--- src/rtl/slice_pkg.sv ---
// ============================================================================
// Module  : slice_pkg
// Brief   : Shared constants, block/slice bundle types and the slice builder
//           for the Snappy slice distributor.
// Revision: 1.0 - initial release
// ============================================================================
`default_nettype none

package slice_pkg;

    localparam int BLOCK_BYTES     = 16;
    localparam int LOOKAHEAD_BYTES = 2;
    localparam int SLICE_BYTES     = 18;
    localparam int NUM_PARSER      = 6;
    localparam int ADDR_W          = 17;

    typedef struct packed {
        logic [SLICE_BYTES*8-1:0] data;
        logic [BLOCK_BYTES-1:0]   token_pos;
        logic [ADDR_W-1:0]        address;
        logic [2:0]               garbage;
        logic                     start_lit;
    } slice_t;

    typedef struct packed {
        logic [BLOCK_BYTES*8-1:0] data;
        logic [BLOCK_BYTES-1:0]   token_pos;
        logic [2:0]               garbage;
        logic                     start_lit;
        logic                     last;
    } blk_t;

    function automatic slice_t make_slice(input blk_t                       b,
                                          input logic [LOOKAHEAD_BYTES*8-1:0] la,
                                          input logic [ADDR_W-1:0]            addr);
        slice_t s;
        s.data      = {b.data, la};
        s.token_pos = b.token_pos;
        s.address   = addr;
        s.garbage   = b.garbage;
        s.start_lit = b.start_lit;
        return s;
    endfunction

endpackage

`default_nettype wire

--- src/rtl/slice_rr_dispatch.sv ---
// ============================================================================
// Module  : slice_rr_dispatch
// Brief   : Pending-slice register with strict round-robin one-hot dispatch.
//           Optional stall counter under SLICE_DIST_STALL_CNT_EN.
// Revision: 1.0 - initial release
// ============================================================================
`default_nettype none

module slice_rr_dispatch
    import slice_pkg::*;
#(
    parameter int NUM_PARSER = slice_pkg::NUM_PARSER
) (
    input  logic                  clk,
    input  logic                  rst_n,
    input  logic                  load_i,
    input  slice_t                slice_i,
    input  logic [NUM_PARSER-1:0] parser_ready_i,
    output logic                  pend_free_o,
    output slice_t                slice_o,
    output logic [NUM_PARSER-1:0] valid_o
`ifdef SLICE_DIST_STALL_CNT_EN
    ,
    output logic [31:0]           stall_cnt_o
`endif
);

    localparam int RR_W = $clog2(NUM_PARSER);

    slice_t                pend_q,  pend_d;
    logic                  pend_v_q, pend_v_d;
    logic [RR_W-1:0]       rr_q,    rr_d;
    slice_t                out_q,   out_d;
    logic [NUM_PARSER-1:0] valid_q, valid_d;
    logic                  dispatch;

    assign dispatch    = pend_v_q & parser_ready_i[rr_q];
    assign pend_free_o = ~pend_v_q | dispatch;

    // A load may land in the same cycle the current slice leaves.
    always_comb begin
        pend_d   = pend_q;
        pend_v_d = pend_v_q;
        rr_d     = rr_q;
        out_d    = out_q;
        valid_d  = '0;
        if (dispatch) begin
            out_d    = pend_q;
            valid_d  = NUM_PARSER'(1) << rr_q;
            rr_d     = (rr_q == RR_W'(NUM_PARSER - 1)) ? '0 : rr_q + 1'b1;
            pend_v_d = 1'b0;
        end
        if (load_i) begin
            pend_d   = slice_i;
            pend_v_d = 1'b1;
        end
    end

    always_ff @(posedge clk) begin
        if (!rst_n) begin
            pend_q   <= '0;
            pend_v_q <= 1'b0;
            rr_q     <= '0;
            out_q    <= '0;
            valid_q  <= '0;
        end else begin
            pend_q   <= pend_d;
            pend_v_q <= pend_v_d;
            rr_q     <= rr_d;
            out_q    <= out_d;
            valid_q  <= valid_d;
        end
    end

    assign slice_o = out_q;
    assign valid_o = valid_q;

`ifdef SLICE_DIST_STALL_CNT_EN
    logic [31:0] stall_cnt_q;

    always_ff @(posedge clk) begin
        if (!rst_n) begin
            stall_cnt_q <= '0;
        end else if (pend_v_q && !parser_ready_i[rr_q] && !(&stall_cnt_q)) begin
            stall_cnt_q <= stall_cnt_q + 32'd1;
        end
    end

    assign stall_cnt_o = stall_cnt_q;
`endif

endmodule

`default_nettype wire

--- src/rtl/slice_distributor.sv ---
// ============================================================================
// Module  : slice_distributor
// Brief   : Builds 18-byte overlapping slices from 16-byte Snappy blocks and
//           hands them round-robin to the parser array.
//           Define SLICE_DIST_STALL_CNT_EN to add the stall_cnt output.
// Revision: 1.0 - initial release
// ============================================================================
`default_nettype none

module slice_distributor
    import slice_pkg::*;
#(
    parameter int NUM_PARSER = slice_pkg::NUM_PARSER,
    parameter int ADDR_W     = slice_pkg::ADDR_W
) (
    input  logic                  clk,
    input  logic                  rst_n,
    input  logic [127:0]          in_data,
    input  logic [15:0]           in_token_pos,
    input  logic                  in_start_lit,
    input  logic [2:0]            in_garbage,
    input  logic                  in_last,
    input  logic                  in_valid,
    output logic                  in_ready,
    input  logic [NUM_PARSER-1:0] parser_ready,
    output logic [143:0]          data_out,
    output logic [15:0]           token_pos,
    output logic [ADDR_W-1:0]     address,
    output logic [2:0]            garbage,
    output logic                  start_lit,
    output logic [NUM_PARSER-1:0] valid
`ifdef SLICE_DIST_STALL_CNT_EN
    ,
    output logic [31:0]           stall_cnt
`endif
);

    blk_t              hold_q,   hold_d;
    logic              hold_v_q, hold_v_d;
    logic [ADDR_W-1:0] addr_q,   addr_d;
    blk_t              in_blk;
    slice_t            build_slice, slice_out;
    logic              build, build_last, accept, pend_free;

    assign in_blk   = {in_data, in_token_pos, in_garbage, in_start_lit, in_last};
    assign in_ready = rst_n & (~hold_v_q | pend_free);
    assign accept   = in_valid & in_ready;

    // A held last block owns the next free pending slot before anything else;
    // an arriving last block with no predecessor builds straight away.
    always_comb begin
        build       = 1'b0;
        build_last  = 1'b0;
        build_slice = '0;
        hold_d      = hold_q;
        hold_v_d    = hold_v_q;
        if (hold_v_q && hold_q.last) begin
            if (pend_free) begin
                build       = 1'b1;
                build_last  = 1'b1;
                build_slice = make_slice(hold_q, 16'h0000, addr_q);
                hold_v_d    = 1'b0;
            end
            if (accept) begin
                hold_d   = in_blk;
                hold_v_d = 1'b1;
            end
        end else if (hold_v_q) begin
            if (accept) begin
                build       = 1'b1;
                build_slice = make_slice(hold_q, in_data[127:112], addr_q);
                hold_d      = in_blk;
            end
        end else if (accept) begin
            if (in_last && pend_free) begin
                build       = 1'b1;
                build_last  = 1'b1;
                build_slice = make_slice(in_blk, 16'h0000, addr_q);
            end else begin
                hold_d   = in_blk;
                hold_v_d = 1'b1;
            end
        end
    end

    always_comb begin
        addr_d = addr_q;
        if (build) begin
            addr_d = build_last ? '0 : addr_q + ADDR_W'(BLOCK_BYTES);
        end
    end

    always_ff @(posedge clk) begin
        if (!rst_n) begin
            hold_q   <= '0;
            hold_v_q <= 1'b0;
            addr_q   <= '0;
        end else begin
            hold_q   <= hold_d;
            hold_v_q <= hold_v_d;
            addr_q   <= addr_d;
        end
    end

    slice_rr_dispatch #(
        .NUM_PARSER (NUM_PARSER)
    ) u_dispatch (
        .clk            (clk),
        .rst_n          (rst_n),
        .load_i         (build),
        .slice_i        (build_slice),
        .parser_ready_i (parser_ready),
        .pend_free_o    (pend_free),
        .slice_o        (slice_out),
        .valid_o        (valid)
`ifdef SLICE_DIST_STALL_CNT_EN
        ,
        .stall_cnt_o    (stall_cnt)
`endif
    );

    assign data_out  = slice_out.data;
    assign token_pos = slice_out.token_pos;
    assign address   = slice_out.address;
    assign garbage   = slice_out.garbage;
    assign start_lit = slice_out.start_lit;

endmodule

`default_nettype wire
--- config.mk ---
export PLATFORM = sky130hd
export DESIGN_NAME = slice_distributor
export DESIGN_NICKNAME = d
export VERILOG_FILES = /design/src/rtl/slice_pkg.sv /design/src/rtl/slice_rr_dispatch.sv /design/src/rtl/slice_distributor.sv
export SDC_FILE = /design/constraint.sdc
export NUM_CORES = 1
export LEC_CHECK = 0
export BUFFER_PORTS_ARGS = -buffer_cell sky130_fd_sc_hd__buf_4
export CORE_MARGIN = 2
export CORE_UTILIZATION = 61
export DETAILED_ROUTE_END_ITERATION = 10
export PLACE_DENSITY = 0.88
export SYNTH_ARGS = -nofsm -noshare
export SYNTH_HDL_FRONTEND = slang
export SYNTH_SLANG_ARGS = --single-unit
--- constraint.sdc ---
create_clock -name clk -period 5.49 [get_ports clk]
set_clock_uncertainty 0.15 [all_clocks]
set_input_delay 0.8235 -clock clk [delete_from_list [all_inputs] [get_ports clk]]
set_output_delay 0.8235 -clock clk [all_outputs]
set_load 0.01 [all_outputs]
==> summary.md <==
| Metric | Value |
|---|---|
| CP arrival | 3.98 ns |
| Slew headroom | 9.63% |
| CTS tree | yes |
| Yosys top cell area share | 50.1% |
| Die W | 190 um |
| GP Congestion | 0.823 |
| Placed cells | 3,181 |
| Max clock buf depth | 3 |
| Hold Path Class | register to register |
| Asr flop ratio synth | 0% |
| Status | finished, final reports clean |
| Core Box Area | 34,300 sq um |
| CTS clk-pin slew, worst paths | 0.06 ns |
| Syn avg cell area | 8.21 sq um |
| DIE AREA | 36,100 sq um |
| RSZ-0062 raised after global routing | false |
| Delay-heaviest family, CP | buffers and inverters |
| Commonest non-fill, non-tap cell in the layout | nand2_1 |
| Port bufs | 345 |
| Critical path required time | 5.81 ns |
| Worst path max stage delay | 0.85 ns |
| Hold-fix buffers, CTS | 0 |
| H-tree depth | 2 |
| Post-synth cell types | 50 |
| Seq cells post-synth | 529 |
| Fin cells | 3,278 |
| Post-Syn Instances | 2,572 |
| CP max-delay cell | dfxtp_1 |
| Setup-failing EPs final | 0 |
| Cell accounting for the most synthesized area | dfxtp_1 |
| Area contributors post-synth | dfxtp_1, nand2_1, mux2i_1, a21oi_1, o21ai_0 |
| Max-cap violations | 0 |
| Final ANT Viol Nets | 0 |
| Setup TNS | 0 ns |
| Reg2Reg Setup Slack | 1.84 ns |
| Iter 0 DRT Violations | 1,783 |
| Worst r2r path cells | 7 |
| Total track usage | 31.9% |
| Worst-path maximum fanout | 64 |
| Layout cells sized above 1 | 16.8% |
| Starting Density | 61.6% |
| Mapped Nets | 2,731 |
| Setup bufs post-CTS | 0 |
| Vias in the first global route | 19,050 |
| DR vias | 19,523 |
| WL final | 60.2 mm |
| First-pass DRT Iterations | 6 |
| Hold endpoint | u_dispatch.slice_o[7]$_SDFFE_PN0P_ |
| Fin util | 74.0% |
| Power Dens Cells | 342 nW/um^2 |
| Post-synthesis instance area | 21,100 sq um |
| Fillcell total | 2,389 |
| CP Capture Type | register |
| Via density | 5.96 |
| Overflow after GRT | 0 |
| Worst slew pin tran | 1.35 ns |
| P_leak | 11.2 nW |
| Synth warn | 0 |
| Clk Latency, worst-skew pair | 0.57 ns |
| CP Cell Sequence | inv_1 > a2bb2oi_2 > a21oi_4 > buf_4 > buf_4 > o21ai_0 > a211oi_1 |
| Most used DFF post-synth | dfxtp_1 |
| Seq/Total Area, Yosys | 50.1% |
| Routed len/inst | 18.4 um |
| Area delta synth->final | 20.1% |
| Worst Setup Start Kind | register |
| Max Clk Rate | 0.274 GHz |
| Post-route clock period utilization | 66.6% |
| Top cell by count, worst path | buf_4 |
| Max-slew violations | 0 |
| Critical path buffer and inverter count | 3 |
| Die Y | 190 um |
| Cts bufs inserted | 52 |
| Largest net degree at the start of global routing | 124 |
| First-pass GRT wire length | 94.4 mm |
| Critical R2R Capture | u_dispatch.pend_q[71]$_SDFFE_PN0P_ |
| Detailed placer's ending HPWL | 35.9 mm |
| Rows | 68 |
| Hold Worst Slack | 0.300 ns |
| Worst setup path startpoint | hold_v_q$_SDFFE_PN0P_ |
| Initial antenna violation count | 3 |
| DR DRC count | 0 |
| Io pins | 346 |
| HP Start | u_dispatch.pend_q[7]$_SDFFE_PN0P_ |
| Clock Sinks | 529 |
| Crit Path Class | register to register |
| Number of synthesized flops with an enable pin | 0 |
| Clock root buffer | clkbuf_16 |
| Layout Nets | 2,939 |
| Worst r2r src | hold_v_q$_SDFFE_PN0P_ |
| Crit path time final | 3.65 ns |
| Hold Vio Cnt, Final | 0 |
| Post_cts resized | 0 |
| Commonest cells after routing, fill and taps aside | nand2_1, dfxtp_1, buf_4 |
| Worst vdd ir | 0.279 mV |
| Cells on Worst Hold Path | 2 |
-- flip-flops by register name, indices dropped and copies added (netlist names) --
signal,count
hold_v_q,1
u_dispatch.slice_o,178
u_dispatch.rr_q,3
u_dispatch.pend_q,178
addr_q,13
u_dispatch.valid_o,6
u_dispatch.pend_v_q,1
hold_q,149
-- cell usage after synthesis (2+ instances only) --
library cell,instances
and3_1,14
clkbuf_1,123
a21o_1,2
nand2b_1,8
a21oi_1,251
buf_2,52
and2_1,2
inv_1,151
nor2b_1,3
mux2i_1,151
a211oi_1,91
dfxtp_1,529
nor2_2,3
nor2_1,114
nor3_1,2
a31oi_1,2
o32ai_1,3
or3_1,2
o22ai_1,101
o211ai_1,2
o21a_1,2
nand4_1,2
a221o_1,7
o311ai_0,5
a311oi_1,4
nand3_1,6
o21ai_0,211
a211oi_2,6
nand2_1,630
buf_6,9
buf_4,26
o21ai_1,23
o211ai_2,2
a22o_1,17
-- per-layer routing --
metal	track usage, %	vias up	routed length, um
met5	0	-	14
met4	15.4	2	2330
met3	6.03	166	5270
met2	54.0	976	28900
met1	39.2	9297	23700
li1	-	9082	-
-- logic make-up (layout without fill, tap and decap cells) --
family | Yosys count | count (layout) | share of synthesized area [%]
and+or+nand+nor | 789 | 789 | 14.5
buffers and inverters | 362 | 611 | 7.52
AOI/OAI and AO/OA | 738 | 738 | 20.5
xor gates and xnor gates | 1 | 1 | 0.0415
other | 0 | 2 | 0
adders and majority gates | 1 | 1 | 0.0592
DFF | 529 | 529 | 50.1
muxes | 152 | 152 | 7.21
-- per-stage QoR --
| step | worst slack, ns | power, mW | instance area [sq um] |
|---|---|---|---|
| after CTS | 1.88 | 8.67 | 25300 |
| after global placement | 1.59 | 4.92 | 23500 |
| final | 1.84 | 8.68 | 25400 |
| after global routing | 1.55 | 8.93 | 25400 |
| after detailed placement | 1.46 | 4.97 | 23500 |
| after floorplan | 2.80 | 4.69 | 21100 |
-- worst max-delay path by stage --
stage | to | depth (start not counted) | slack, ns
global placement | u_dispatch.pend_q[83]$_SDFFE_PN0P_ | 8 | 1.59
floorplan | in_ready | 5 | 2.80
global route | u_dispatch.pend_q[56]$_SDFFE_PN0P_ | 7 | 1.55
CTS | u_dispatch.pend_q[30]$_SDFFE_PN0P_ | 7 | 1.88
detailed placement | u_dispatch.pend_q[81]$_SDFFE_PN0P_ | 8 | 1.46
finish | u_dispatch.pend_q[71]$_SDFFE_PN0P_ | 7 | 1.84
-- where the power goes --
group / leakage (nW) / total, mW / switching, mW / internal, mW
clock: 0.890 / 3.76 / 1.49 / 2.27
combinational: 6.01 / 0.773 / 0.481 / 0.292
sequential: 4.31 / 4.14 / 0.122 / 4.02
-- final cells by class --
cell class                      count  area, sq um  area share, %
Timing Repair Buffer              365         2780           11.0
Sequential cell                   529        10600           41.8
Clock buffer                       75         1500           5.91
Tap cell                          455          569           2.25
Multi-Input combinational cell   1681         9030           35.6
Clock inverter                     20          307           1.21
Inverter                          151          572           2.25
Antenna cell                        2         5.00         0.0197
-- worst reg2reg max path, cell delays in order, from the launching register on --
cell and delay, ns:
dfxtp_1 0.85, inv_1 0.39, a2bb2oi_2 0.31, a21oi_4 0.15, buf_4 0.55, buf_4 0.68, o21ai_0 0.25, a211oi_1 0.25
Note: power is estimated with default switching activity, not from simulation.
